$ cat config.mk
export PLATFORM = sky130hd
export DESIGN_NAME = quad_steer_mc_flat
export DESIGN_NICKNAME = d
export VERILOG_FILES = /design/src/rtl/quad_steer_mc_if.sv /design/src/rtl/quad_steer_mc.sv /design/src/flat_wrapper.sv
export SDC_FILE = /design/constraint.sdc
export NUM_CORES = 1
export LEC_CHECK = 0
export BUFFER_PORTS_ARGS = -buffer_cell sky130_fd_sc_hd__buf_2
export CAP_MARGIN = 0
export CELL_PAD_IN_SITES_DETAIL_PLACEMENT = 2
export CELL_PAD_IN_SITES_GLOBAL_PLACEMENT = 2
export CORE_AREA = 5 5 131 133
export CTS_CLUSTER_DIAMETER = 50
export DETAILED_ROUTE_END_ITERATION = 8
export DIE_AREA = 0 0 136 138
export GPL_ROUTABILITY_DRIVEN = 0
export MAX_ROUTING_LAYER = met4
export PLACE_DENSITY_LB_ADDON = 0.1
export SYNTH_ARGS = -nofsm -noshare
export SYNTH_HDL_FRONTEND = slang
export SYNTH_SLANG_ARGS = --single-unit
$ cat constraint.sdc
create_clock -name CLK -period 12.9 [get_ports CLK]
set_input_delay 3.87 -clock CLK [delete_from_list [all_inputs] [get_ports CLK]]
set_output_delay 3.87 -clock CLK [all_outputs]
set_load 0.01 [all_outputs]
$ cat src/rtl/quad_steer_mc_if.sv
// Bus bundle for quad_steer_mc: shared rate controls, per-channel button levels
// and the registered quadrature/position outputs.
interface quad_steer_mc_if #(
  parameter int unsigned CHANNELS = 2,
  parameter int unsigned DIV_W    = 16
);
  logic [DIV_W-1:0]      clkdiv;
  logic                  accel_en;
  logic [CHANNELS-1:0]   left;
  logic [CHANNELS-1:0]   right;
  logic [CHANNELS-1:0]   invert;
  logic [2*CHANNELS-1:0] steer;
  logic [8*CHANNELS-1:0] pos;
  logic [CHANNELS-1:0]   moving;

  // Input mapping logic side
  modport master (
    output clkdiv, accel_en, left, right, invert,
    input  steer, pos, moving
  );

  // Encoder side
  modport slave (
    input  clkdiv, accel_en, left, right, invert,
    output steer, pos, moving
  );
endinterface

$ cat src/rtl/quad_steer_mc.sv
// Multi-channel button-to-quadrature steering encoder with per-channel invert,
// hold-to-accelerate rate ramp and a wrapping 8-bit position counter.
module quad_steer_mc #(
  parameter int unsigned CHANNELS     = 2,
  parameter int unsigned DIV_W        = 16,
  parameter int unsigned ACCEL_LEVELS = 4,
  parameter int unsigned ACCEL_HOLD   = 8
) (
  input logic            CLK,
  input logic            reset,
  quad_steer_mc_if.slave bus
);

  localparam int unsigned LvlW  = (ACCEL_LEVELS > 1) ? $clog2(ACCEL_LEVELS) : 1;
  localparam int unsigned HoldW = (ACCEL_HOLD > 0) ? $clog2(ACCEL_HOLD + 1) : 1;
  localparam logic [LvlW-1:0]  LvlMax  = LvlW'(ACCEL_LEVELS - 1);
  localparam logic [HoldW-1:0] HoldMax = HoldW'(ACCEL_HOLD);

  typedef enum logic [1:0] {
    DirNone = 2'b00,
    DirPos  = 2'b01,
    DirNeg  = 2'b10
  } dir_e;

  // Gray sequence 00 -> 01 -> 11 -> 10 -> 00 going forward
  function automatic logic [1:0] next_phase(input logic [1:0] ph, input logic fwd);
    logic [1:0] res;
    case (ph)
      2'b00:   res = fwd ? 2'b01 : 2'b10;
      2'b01:   res = fwd ? 2'b11 : 2'b00;
      2'b11:   res = fwd ? 2'b10 : 2'b01;
      default: res = fwd ? 2'b00 : 2'b11;
    endcase
    return res;
  endfunction

  logic [1:0]       phase_q  [CHANNELS];
  logic [1:0]       phase_d  [CHANNELS];
  logic [7:0]       pos_q    [CHANNELS];
  logic [7:0]       pos_d    [CHANNELS];
  logic             moving_q [CHANNELS];
  logic             moving_d [CHANNELS];
  logic [DIV_W-1:0] cnt_q    [CHANNELS];
  logic [DIV_W-1:0] cnt_d    [CHANNELS];
  logic [LvlW-1:0]  lvl_q    [CHANNELS];
  logic [LvlW-1:0]  lvl_d    [CHANNELS];
  logic [HoldW-1:0] hold_q   [CHANNELS];
  logic [HoldW-1:0] hold_d   [CHANNELS];
  dir_e             prev_q   [CHANNELS];
  dir_e             dir      [CHANNELS];
  logic [DIV_W-1:0] period   [CHANNELS];
  logic             step     [CHANNELS];
  logic             eff_l    [CHANNELS];
  logic             eff_r    [CHANNELS];

  // Per-channel direction decode, step timing, ramp and next phase/position
  always_comb begin
    for (int c = 0; c < CHANNELS; c++) begin
      eff_l[c]    = bus.invert[c] ? bus.right[c] : bus.left[c];
      eff_r[c]    = bus.invert[c] ? bus.left[c]  : bus.right[c];
      dir[c]      = DirNone;
      step[c]     = 1'b0;
      cnt_d[c]    = cnt_q[c];
      lvl_d[c]    = lvl_q[c];
      hold_d[c]   = hold_q[c];
      moving_d[c] = 1'b1;

      if (eff_r[c] && !eff_l[c]) begin
        dir[c] = DirPos;
      end else if (eff_l[c] && !eff_r[c]) begin
        dir[c] = DirNeg;
      end

      // A zero period would never expire; clamp to one cycle
      period[c] = bus.clkdiv >> lvl_q[c];
      if (period[c] == '0) begin
        period[c] = DIV_W'(1);
      end

      if (dir[c] == DirNone) begin
        cnt_d[c]    = '0;
        lvl_d[c]    = '0;
        hold_d[c]   = '0;
        moving_d[c] = 1'b0;
      end else if (dir[c] != prev_q[c]) begin
        // Fresh press or reversal steps at once and restarts the ramp
        step[c]   = 1'b1;
        cnt_d[c]  = '0;
        lvl_d[c]  = '0;
        hold_d[c] = '0;
      end else begin
        // >= so a shrinking period mid-count fires next edge instead of wrapping
        if (cnt_q[c] >= period[c] - DIV_W'(1)) begin
          step[c]  = 1'b1;
          cnt_d[c] = '0;
          if (hold_q[c] != HoldMax) begin
            hold_d[c] = hold_q[c] + 1'b1;
          end
          if (hold_d[c] == HoldMax && bus.accel_en && lvl_q[c] < LvlMax) begin
            lvl_d[c]  = lvl_q[c] + 1'b1;
            hold_d[c] = '0;
          end
        end else begin
          cnt_d[c] = cnt_q[c] + 1'b1;
        end
        if (!bus.accel_en) begin
          lvl_d[c] = '0;
        end
      end

      phase_d[c] = step[c] ? next_phase(phase_q[c], dir[c] == DirPos) : phase_q[c];
      if (!step[c]) begin
        pos_d[c] = pos_q[c];
      end else if (dir[c] == DirPos) begin
        pos_d[c] = pos_q[c] + 8'd1;
      end else begin
        pos_d[c] = pos_q[c] - 8'd1;
      end
    end
  end

  // Channel state registers; reset clears everything asynchronously
  always_ff @(posedge CLK or posedge reset) begin
    if (reset) begin
      for (int c = 0; c < CHANNELS; c++) begin
        phase_q[c]  <= 2'b00;
        pos_q[c]    <= '0;
        moving_q[c] <= 1'b0;
        cnt_q[c]    <= '0;
        lvl_q[c]    <= '0;
        hold_q[c]   <= '0;
        prev_q[c]   <= DirNone;
      end
    end else begin
      for (int c = 0; c < CHANNELS; c++) begin
        phase_q[c]  <= phase_d[c];
        pos_q[c]    <= pos_d[c];
        moving_q[c] <= moving_d[c];
        cnt_q[c]    <= cnt_d[c];
        lvl_q[c]    <= lvl_d[c];
        hold_q[c]   <= hold_d[c];
        prev_q[c]   <= dir[c];
      end
    end
  end

  // Pack registered channel state onto the output buses
  always_comb begin
    bus.steer  = '0;
    bus.pos    = '0;
    bus.moving = '0;
    for (int c = 0; c < CHANNELS; c++) begin
      bus.steer[2*c +: 2] = phase_q[c];
      bus.pos[8*c +: 8]   = pos_q[c];
      bus.moving[c]       = moving_q[c];
    end
  end

endmodule

$ cat src/flat_wrapper.sv
// flat-port wrapper written by rule: the top's interface ports become plain ports
module quad_steer_mc_flat 
#(
  parameter int unsigned CHANNELS     = 2,
  parameter int unsigned DIV_W        = 16,
  parameter int unsigned ACCEL_LEVELS = 4,
  parameter int unsigned ACCEL_HOLD   = 8
)
  (CLK, reset, bus_clkdiv, bus_accel_en, bus_left, bus_right, bus_invert, bus_steer, bus_pos, bus_moving);
  quad_steer_mc_if #(.CHANNELS(CHANNELS), .DIV_W(DIV_W)) bus_i ();
  input logic CLK;
  input logic reset;
  input wire logic [$bits(bus_i.clkdiv)-1:0] bus_clkdiv;
  input wire logic [$bits(bus_i.accel_en)-1:0] bus_accel_en;
  input wire logic [$bits(bus_i.left)-1:0] bus_left;
  input wire logic [$bits(bus_i.right)-1:0] bus_right;
  input wire logic [$bits(bus_i.invert)-1:0] bus_invert;
  output wire logic [$bits(bus_i.steer)-1:0] bus_steer;
  output wire logic [$bits(bus_i.pos)-1:0] bus_pos;
  output wire logic [$bits(bus_i.moving)-1:0] bus_moving;
  assign bus_i.clkdiv = bus_clkdiv;
  assign bus_i.accel_en = bus_accel_en;
  assign bus_i.left = bus_left;
  assign bus_i.right = bus_right;
  assign bus_i.invert = bus_invert;
  assign bus_steer = bus_i.steer;
  assign bus_pos = bus_i.pos;
  assign bus_moving = bus_i.moving;
  quad_steer_mc #(.CHANNELS(CHANNELS), .DIV_W(DIV_W), .ACCEL_LEVELS(ACCEL_LEVELS), .ACCEL_HOLD(ACCEL_HOLD)) u_core (.CLK(CLK), .reset(reset), .bus(bus_i));
endmodule
==> out/summary.txt, run 1 <==
Vias/cell: 5.78
Post-Route Skew: 0.00619 ns
Unrepaired setup endpoints after global routing: no
Largest net degree at the start of global routing: 71
Status: finished, final reports clean
Mean post-synth cell area: 9.01 sq um
Hpwl dp: 14.2 mm
Origin of the worst setup path: bus_clkdiv[5]
CP Cell Sequence: buf_2 -> mux4_2 -> a211o_1 -> a2111oi_4 -> a41oi_1 -> ha_1 -> nor3b_2 -> and2_1 -> and3_1 -> nand3_1 -> xor2_1 -> ha_1 -> and3_1 -> o21ai_0 -> nand3_1 -> o311ai_2 -> mux2_2
CTS tree: done
Seq pwr share: 0.302
Area delta synth->final: 10.5%
Synth top area share: 0.270
Overflow after GRT: 0
Clk pin slew, worst setup/hold paths: 0.06 ns
Total iterations of the first detailed-routing run: 4
Drt wl/cell: 19.1 microns
Syn Nets: 804
Cell at the slowest stage of the critical path: o311ai_2
Crit start category: primary input
Reg-to-Reg End: u_core.bus.pos[1]$_DFFE_PP0P_
Cells after synthesis: 719
I/O Pins: 47
Most area-consuming cells after synthesis: dfrtp_1 27%, ha_1 11%, xnor2_1 4.7%, xor2_1 4.2%, nor2_1 4.1%
Worst-skew pair later-pin latency: 0.35 ns
Routing usage on met3: 0.0269
Final setup viols: 0
Die width: 136 microns
Post-route ant nets: 0
Starting density of the core: 0.412
Clock Power Share: 0.303
Post-Place Cell Area: 0.00680 sq mm
GR Util met1: 0.261
Die span in y: 138 microns
Max-cap violation count: 0
Final Instance Count excl. Fillers: 975
Worst stage delay on the critical path: 0.90 ns
Buffers on Ports: 46
Crit path max fanout: 15
Worst Hold Class: reg -> reg
Cell Pwr Density: 139 mW/mm^2
Clock sinks: 70
Critical Path Sink: u_core.bus.pos[1]$_DFFE_PP0P_
Busiest metal layer after global routing: met2
H-tree level count: 3
Internal power: 0.632 mW
Maximum VDD drop: 0.0877 mV
Most frequent cells in the layout: 71 x nor2_1, 70 x dfrtp_1, 58 x ha_1
Crit path DAT: 8.95 ns
Top FF cell, synth: dfrtp_1
GR Util met2: 0.364
Routed WL: 18.6 mm
Initial antenna violation count: 1
Nets: 838
Core Region: 0.0157 sq mm
Post-synth cell types: 78
Storage element area: 0.00175 sq mm
Setup CP Type: in -> reg
Multi-input logic area: 0.00437 sq mm
Min Tclk post-route: 8.72 ns
Switch share: 0.365
Final Hold Fails: 0
R2r setup slk: 6.76 ns
DRC: 0
# hold bufs at CTS: 0
Least-Margin Pin Slew: 1.09 ns
Req. time, crit path: 13.13 ns
Post-synth EDFFs: 0
Comb power frac: 0.395
Vias in the first global route: 6490
Rel. slew slack: 0.274
Cell Rows: 46
Asr flop ratio synth: 1.00
CP endpoint kind: register
Pwr Total: 0.994 mW
Commonest non-fill, non-tap cell in the layout: nor2_1
Fin crit share: 0.676
Die footprint: 0.0188 sq mm
Fillers: 1710
Ys Warns: 0
FF+latch count, synth: 70
First-pass GRT wire length: 32.1 mm
Post-layout util: 0.455
Post-CTS setup buffers: 0
Yosys top cell by area: dfrtp_1
Root Driver: clkbuf_16
Max Buffers Root-to-Sink: 2
Leakage power: 3.01 nW
Cell Area, Synth: 0.00648 sq mm
Share of cells above drive strength 1: 0.153
Post-CTS sizing: 0
Total clock buffers created by CTS: 9
Placed Instances: 958
Switching power: 0.362 mW
TNS Setup: 0 ns
Fmax: 0.115 GHz
Max-slew violation count: 0
GRT Overall Usage: 0.212
Seq/Total Area, Yosys: 0.270
Fin area: 0.00715 sq mm
Via count: 5633
Reg2reg start: u_core.lvl_q[3]$_DFFE_PP0P_
R2R depth: 17
Initial DRC count: 145
-- per-layer routing --
layer / wire length [microns] / vias up
met4: 269 / 0
met2: 9530 / 57
met5: 0 / -
met3: 393 / 16
li1: - / 2698
met1: 8430 / 2862
-- power groups by stage --
stage	Combinational (mW)	Sequential, mW	Clock, mW
finish	0.393	0.300	0.301
global route	0.446	0.307	0.321
CTS	0.402	0.301	0.309
detailed placement	0.398	0.304	0
global placement	0.369	0.300	0
floorplan	0.271	0.312	0
-- worst max-delay path, delay by kind of cell --
| kind | cells | cell delay, ns |
|---|---|---|
| simple gates | 6 | 1.07 |
| fa+ha+maj | 2 | 0.57 |
| xor+xnor | 1 | 0.18 |
| buf+inv | 1 | 0.17 |
| mux | 2 | 0.95 |
| compound gates | 5 | 2.14 |
-- cell type report --
cell class	count	area share
Timing Repair Buffer	53	0.0395
Antenna cell	1	0.000350
Sequential cell	70	0.245
Clock inverter	6	0.0163
Tap cell	216	0.0378
Multi-Input combinational cell	587	0.611
Inverter	32	0.0168
Clock buffer	10	0.0334
-- how the worst min path moves through the flow --
| stage | from | to | cells past startpoint |
|---|---|---|---|
| after detailed placement | u_core.bus.pos[7]$_DFFE_PP0P_ | u_core.bus.pos[7]$_DFFE_PP0P_ | 1 |
| final | u_core.bus.pos[7]$_DFFE_PP0P_ | u_core.bus.pos[7]$_DFFE_PP0P_ | 1 |
| after global routing | u_core.bus.pos[7]$_DFFE_PP0P_ | u_core.bus.pos[7]$_DFFE_PP0P_ | 1 |
| after floorplan | u_core.cnt_q[16]$_DFF_PP0_ | u_core.cnt_q[16]$_DFF_PP0_ | 1 |
| after CTS | u_core.bus.pos[7]$_DFFE_PP0P_ | u_core.bus.pos[7]$_DFFE_PP0P_ | 1 |
| after global placement | u_core.bus.pos[7]$_DFFE_PP0P_ | u_core.bus.pos[7]$_DFFE_PP0P_ | 1 |
-- flip-flops by register name (all words and copies together) (netlist names) --
signal / cells
u_core.bus.moving: 2
u_core.bus.pos: 16
u_core.bus.steer: 4
u_core.cnt_q: 32
u_core.hold_q: 8
u_core.lvl_q: 4
u_core.prev_q: 4
-- synth_stat cells, types with 5 or more instances --
master	number
inv_1	32
xnor2_1	35
a211oi_1	8
mux4_2	8
mux2_2	21
and2_1	9
o21ai_0	34
nand3_1	35
a21o_1	9
a21oi_1	41
o21bai_1	5
nand2_1	54
and3_1	8
ha_1	58
xor2_1	31
nor2b_1	7
o211ai_1	7
or3_1	7
nor3_1	19
dfrtp_1	70
nand4_1	15
mux2i_1	25
clkbuf_8	7
nor2_1	71
clkbuf_1	13
-- stage by stage --
step / setup WS, ns / hold slack (ns)
2_1_floorplan: 4.89 / 0.468
3_3_place_gp: 4.07 / 0.454
3_5_place_dp: 3.84 / 0.455
4_1_cts: 4.19 / 0.473
5_1_grt: 3.88 / 0.492
6_report: 4.18 / 0.467
-- logic make-up (layout without fill, tap and decap cells) --
logic type	count (synthesis)	after routing	share of synthesized area
other	0	1	0
XOR/XNOR	66	66	0.0893
AO/OA/AOI/OAI	156	156	0.167
buffers and inverters	62	101	0.0545
flip-flops	70	70	0.270
adder cells (fa/ha/maj)	60	60	0.118
AND/OR/NAND/NOR	249	249	0.189
multiplexers	56	56	0.111
No activity file was read; power rests on OpenSTA's default activity.
==> run 2: changes to the inputs <==
--- a/config.mk
+++ b/config.mk
@@ -9,10 +9,10 @@
 export CAP_MARGIN = 0
 export CELL_PAD_IN_SITES_DETAIL_PLACEMENT = 2
 export CELL_PAD_IN_SITES_GLOBAL_PLACEMENT = 2
-export CORE_AREA = 5 5 131 133
+export CORE_AREA = 5 5 143 145
 export CTS_CLUSTER_DIAMETER = 50
 export DETAILED_ROUTE_END_ITERATION = 8
-export DIE_AREA = 0 0 136 138
+export DIE_AREA = 0 0 148 150
 export GPL_ROUTABILITY_DRIVEN = 0
 export MAX_ROUTING_LAYER = met4
 export PLACE_DENSITY_LB_ADDON = 0.1
==> constraint.sdc (replaced) <==
create_clock -name CLK -period 7.98 [get_ports CLK]
set_input_delay 2.394 -clock CLK [delete_from_list [all_inputs] [get_ports CLK]]
set_output_delay 2.394 -clock CLK [all_outputs]
set_load 0.01 [all_outputs]
==> out/summary.txt, run 2 (same netlist as run 1, synthesis figures left out) <==
Status: finished, final reports clean
First-pass GRT wire length: 31.4 mm (-2.1%)
Via count: 5617 (-0.28%)
Cell family with most CP delay: compound AO/OA/AOI/OAI gates
Seq pwr share: 0.318 (+0.016)
Largest register FFs: 32 (unchanged)
Worst-skew pair later-pin latency: 0.34 ns (about the same)
Final Hold Fails: 0 (unchanged)
Worst Hold Class: reg -> reg
Post-CTS setup buffers: 0 (unchanged)
Fin crit share: 0.889
Cell Rows: 51 (+11%)
Post-Route Skew: 0.00943 ns (+0.00324 ns)
DRC: 0 (unchanged)
Worst stage delay on the critical path: 0.88 ns (-0.02 ns)
Clock sinks: 70 (unchanged)
Post-Place Cell Area: 0.00685 sq mm (+0.74%)
TNS Setup: 0 ns (unchanged)
Die span in y: 150 microns (+8.7%)
Fillers: 2125 (+24%)
Commonest non-fill, non-tap cell in the layout: nor2_1
Drt wl/cell: 18.5 microns (-3.2%)
Switch share: 0.380 (+0.0149)
Initial antenna violation count: 2 (+1)
Nets: 841 (+0.36%)
Fmax: 0.141 GHz
Rel. slew slack: 0.298 (+0.0236)
Root Driver: clkbuf_16
Max Buffers Root-to-Sink: 2 (unchanged)
Buffers on Ports: 46 (unchanged)
# hold bufs at CTS: 0 (unchanged)
Cell Pwr Density: 214 mW/mm^2 (+54%)
Die width: 148 microns (+8.8%)
Cell at the slowest stage of the critical path: o311ai_2
Clock Power Share: 0.272 (-0.031)
Comb power frac: 0.410 (+0.015)
Hpwl dp: 14.2 mm (-0.13%)
CP Cell Sequence: buf_2 -> mux4_2 -> a211o_1 -> a2111oi_4 -> a41oi_1 -> ha_1 -> nor3b_2 -> and2_1 -> and3_1 -> nand3_1 -> xor2_1 -> ha_1 -> and3_1 -> o21ai_0 -> nand3_1 -> o311ai_2 -> mux2_2
Unrepaired setup endpoints after global routing: no
Initial DRC count: 151 (+4.1%)
CP endpoint kind: register
Max-cap violation count: 0 (unchanged)
Crit path max fanout: 15 (unchanged)
Post-CTS sizing: 0 (unchanged)
Max-slew violation count: 0 (unchanged)
Vias/cell: 5.62 (-2.8%)
CTS tree: done
Largest net degree at the start of global routing: 71 (unchanged)
Leakage power: 2.99 nW (-0.67%)
I/O Pins: 47 (unchanged)
Total clock buffers created by CTS: 9 (unchanged)
Final setup viols: 0 (unchanged)
Switching power: 0.581 mW (+60%)
H-tree level count: 3 (unchanged)
Total iterations of the first detailed-routing run: 4 (unchanged)
Min Tclk post-route: 7.09 ns
Routed WL: 18.5 mm (-0.74%)
Most frequent cells in the layout: 71 x nor2_1, 70 x dfrtp_1, 58 x ha_1
GRT Overall Usage: 0.177 (-0.0352)
Area delta synth->final: 10.4% (about the same)
Clk pin slew, worst setup/hold paths: 0.06 ns (about the same)
Maximum VDD drop: 0.132 mV (+51%)
Post-route ant nets: 0 (unchanged)
Die footprint: 0.0222 sq mm (+18%)
Setup CP Type: in -> reg
Least-Margin Pin Slew: 1.05 ns (-0.0353 ns)
Starting density of the core: 0.339 (-0.0727)
Internal power: 0.949 mW (+50%)
Vias in the first global route: 6279 (-3.3%)
Buf+Inv Stages, Crit Path: 1 (unchanged)
Req. time, crit path: 8.20 ns (-4.93 ns)
Crit start category: primary input
Share of cells above drive strength 1: 0.155 (+0.00223)
Core Region: 0.0191 sq mm (+21%)
Top reg by flops: u_core.cnt_q
Fin area: 0.00715 sq mm (about the same)
Overflow after GRT: 0 (unchanged)
Crit path DAT: 7.31 ns (-1.64 ns)
run 2: cell type report:
cell class / count / area (sq um) / area share
Inverter: 32 / 120 / 0.0168
Antenna cell: 2 / 5.00 / 0.000700
Clock buffer: 9 / 225 / 0.0315
Multi-Input combinational cell: 587 / 4370 / 0.612
Clock inverter: 6 / 71.3 / 0.00998
Tap cell: 238 / 298 / 0.0417
Timing Repair Buffer: 56 / 305 / 0.0427
Sequential cell: 70 / 1750 / 0.245
run 2: power by group through the flow:
stage / clock (mW) / combinational [mW] / sequential (mW)
after floorplan: 0 / 0.438 / 0.504
after global placement: 0 / 0.603 / 0.489
after detailed placement: 0 / 0.639 / 0.493
after CTS: 0.433 / 0.643 / 0.489
after global routing: 0.444 / 0.707 / 0.500
final: 0.416 / 0.628 / 0.487
run 2: metrics by stage:
stage | std cells | util | hold WS (ns) | total power [mW] | worst slack, ns
after floorplan | 719 | - | 0.468 | 0.942 | 1.45
after global placement | 983 | 0.359 | 0.456 | 1.09 | 0.708
after detailed placement | 983 | 0.359 | 0.453 | 1.13 | 0.484
after CTS | 998 | 0.374 | 0.465 | 1.57 | 0.845
after global routing | 1000 | 0.375 | 0.476 | 1.65 | 0.524
final | 1000 | 0.375 | 0.460 | 1.53 | 0.889
run 2: layer usage:
layer  vias to the layer above  GRT usage  routed length, microns
met5                         -          -                       0
met4                         0     0.0397                     190
met3                        13     0.0263                     472
met2                        64      0.301                    9000
met1                      2841      0.224                    8820
li1                       2699          -                       -
run 2: final timing paths:
path | endpoint | start | slack, ns | depth (start not counted)
hold reg to reg | u_core.bus.pos[7]$_DFFE_PP0P_ | u_core.bus.pos[7]$_DFFE_PP0P_ | 0.46 | 1
min in group asynchronous | u_core.bus.pos[1]$_DFFE_PP0P_ | reset | 2.36 | 3
setup reg to reg | u_core.bus.pos[1]$_DFFE_PP0P_ | u_core.lvl_q[3]$_DFFE_PP0P_ | 2.03 | 17
setup / recovery | u_core.bus.pos[1]$_DFFE_PP0P_ | bus_clkdiv[5] | 0.89 | 17
hold / removal | u_core.bus.pos[7]$_DFFE_PP0P_ | u_core.bus.pos[7]$_DFFE_PP0P_ | 0.46 | 1
max in group asynchronous | u_core.cnt_q[0]$_DFF_PP0_ | reset | 5.02 | 3
==> run 3: changes to the inputs <==
--- a/config.mk
+++ b/config.mk
@@ -16,6 +16,8 @@
 export GPL_ROUTABILITY_DRIVEN = 0
 export MAX_ROUTING_LAYER = met4
 export PLACE_DENSITY_LB_ADDON = 0.1
+export RECOVER_POWER = 25
+export SKIP_CTS_REPAIR_TIMING = 1
 export SYNTH_ARGS = -nofsm -noshare
 export SYNTH_HDL_FRONTEND = slang
 export SYNTH_SLANG_ARGS = --single-unit
==> out/summary.txt, run 3 (same netlist as run 1, synthesis figures left out) <==
Status: finished with violations
Failing checks: capacitance limit, slew limit
Min Tclk post-route: 7.10 ns (+0.00730 ns)
Share of cells above drive strength 1: 0.150 (-0.00526)
Crit path DAT: 7.32 ns (about the same)
Cell Rows: 51 (unchanged)
Clock sinks: 70 (unchanged)
Crit path max fanout: 15 (unchanged)
Total iterations of the first detailed-routing run: 4 (unchanged)
Routing usage on met3: 0.0263 (unchanged)
Die footprint: 0.0222 sq mm (unchanged)
Leakage power: 2.99 nW (-0.27%)
CTS tree: done
Rel. slew slack: -1.71 (-2.01)
Core Region: 0.0191 sq mm (unchanged)
Root Driver: clkbuf_16
Die span in y: 150 microns (unchanged)
Fillers: 2129 (+0.19%)
Req. time, crit path: 8.20 ns (about the same)
Nets: 841 (unchanged)
Final Hold Fails: 0 (unchanged)
Post-route ant nets: 0 (unchanged)
Starting density of the core: 0.339 (unchanged)
Die width: 148 microns (unchanged)
Storage element area: 0.00175 sq mm (unchanged)
Largest register FFs: 32 (unchanged)
Unrepaired setup endpoints after global routing: no
Buffers on Ports: 46 (unchanged)
Max Buffers Root-to-Sink: 2 (unchanged)
Cell Pwr Density: 214 mW/mm^2 (about the same)
Setup CP Type: in -> reg
Clk pin slew, worst setup/hold paths: 0.06 ns (about the same)
Most frequent cells in the layout: 71 x nor2_1, 70 x dfrtp_1, 58 x ha_1
Vias/cell: 5.61 (-0.11%)
Drt wl/cell: 18.5 microns (about the same)
Max-cap violation count: 1 (+1)
Fin crit share: 0.890 (+0.000915)
Area delta synth->final: 10.3% (about the same)
TNS Setup: 0 ns (unchanged)
CP endpoint kind: register
Overflow after GRT: 0 (unchanged)
Initial DRC count: 149 (-1.3%)
GR Util met1: 0.224 (unchanged)
First-pass GRT wire length: 31.4 mm (unchanged)
Fmax: 0.141 GHz (-0.10%)
Multi-input logic area: 0.00437 sq mm (unchanged)
Final setup viols: 0 (unchanged)
Routed WL: 18.5 mm (about the same)
Crit start category: primary input
Worst hold slack: 0.460 ns (+0.000768 ns)
Max-slew violation count: 71 (+71)
H-tree level count: 3 (unchanged)
Busiest metal layer after global routing: met2
Initial antenna violation count: 2 (unchanged)
DRC: 0 (unchanged)
Worst-skew pair later-pin latency: 0.34 ns (about the same)
I/O Pins: 47 (unchanged)
Hpwl dp: 14.2 mm (unchanged)
GR Util met2: 0.301 (unchanged)
Least-Margin Pin Slew: 4.06 ns (+3.01 ns)
Post-Route Skew: 0.00940 ns (-0.0000324 ns)
GRT Overall Usage: 0.177 (unchanged)
Worst Hold Class: reg -> reg
Maximum VDD drop: 0.132 mV (about the same)
Vias in the first global route: 6279 (unchanged)
Total clock buffers created by CTS: 9 (unchanged)
Commonest non-fill, non-tap cell in the layout: nor2_1
Via count: 5611 (-0.11%)
Top reg by flops: u_core.cnt_q
Largest net degree at the start of global routing: 71 (unchanged)
[run 3: cell count changes in the layout (fill, tap and decap cells not counted)]
| cell | previous run | this run |
|---|---|---|
| inv_1 | 31 | 32 |
| buf_4 | 10 | 9 |
| buf_2 | 46 | 44 |
| inv_2 | 1 | 0 |
| clkbuf_1 | 0 | 3 |
[run 3: metrics by stage]
step	instance area [sq um]	instances	setup slack, ns	power, mW	util
final	7140	1000	0.881	1.53	0.374
after detailed placement	6850	983	0.484	1.13	0.359
after CTS	7140	998	0.845	1.57	0.374
after global placement	6850	983	0.708	1.09	0.359
after floorplan	6480	719	1.45	0.942	-
after global routing	7140	1000	0.524	1.65	0.374
[run 3: worst max-delay path, stage by stage]
cell       delay, ns
buf_2           0.16
mux4_2          0.52
a211o_1         0.34
a2111oi_4       0.32
a41oi_1         0.20
ha_1            0.24
nor3b_2         0.19
and2_1          0.21
and3_1          0.24
nand3_1         0.12
xor2_1          0.15
ha_1            0.27
and3_1          0.20
o21ai_0         0.30
nand3_1         0.16
o311ai_2        0.88
mux2_2          0.42
[run 3: path summary, 6_finish.rpt]
path | startpoint | endpoint | slack (ns) | cells past startpoint
min in group asynchronous | reset | u_core.bus.pos[11]$_DFFE_PP0P_ | 3.66 | 3
min | u_core.bus.pos[7]$_DFFE_PP0P_ | u_core.bus.pos[7]$_DFFE_PP0P_ | 0.46 | 1
max | bus_clkdiv[5] | u_core.bus.pos[1]$_DFFE_PP0P_ | 0.88 | 17
max reg2reg | u_core.lvl_q[3]$_DFFE_PP0P_ | u_core.bus.pos[1]$_DFFE_PP0P_ | 2.03 | 17
min reg2reg | u_core.bus.pos[7]$_DFFE_PP0P_ | u_core.bus.pos[7]$_DFFE_PP0P_ | 0.46 | 1
max in group asynchronous | reset | u_core.cnt_q[0]$_DFF_PP0_ | 2.06 | 3
[run 3: final cells by class]
| type | count | area share |
|---|---|---|
| antenna | 2 | 0.000701 |
| clock buffer | 9 | 0.0315 |
| clock inverter | 6 | 0.00999 |
| inverter | 32 | 0.0168 |
| multi-input combinational | 587 | 0.612 |
| sequential | 70 | 0.245 |
| tap | 238 | 0.0417 |
| timing repair buffer | 56 | 0.0419 |
[run 3: power by group]
part	leakage, nW	switching (mW)	internal [mW]	total [mW]
clock	0.139	0.172	0.243	0.416
sequential	0.923	0.0663	0.421	0.487
combinational	1.92	0.342	0.285	0.627
total	2.99	0.581	0.949	1.53
[run 3: routing by layer]
layer | up-vias | part of all wire
li1 | 2701 | -
met1 | 2835 | 0.48
met2 | 62 | 0.49
met3 | 13 | 0.025
met4 | 0 | 0.010
met5 | - | 0
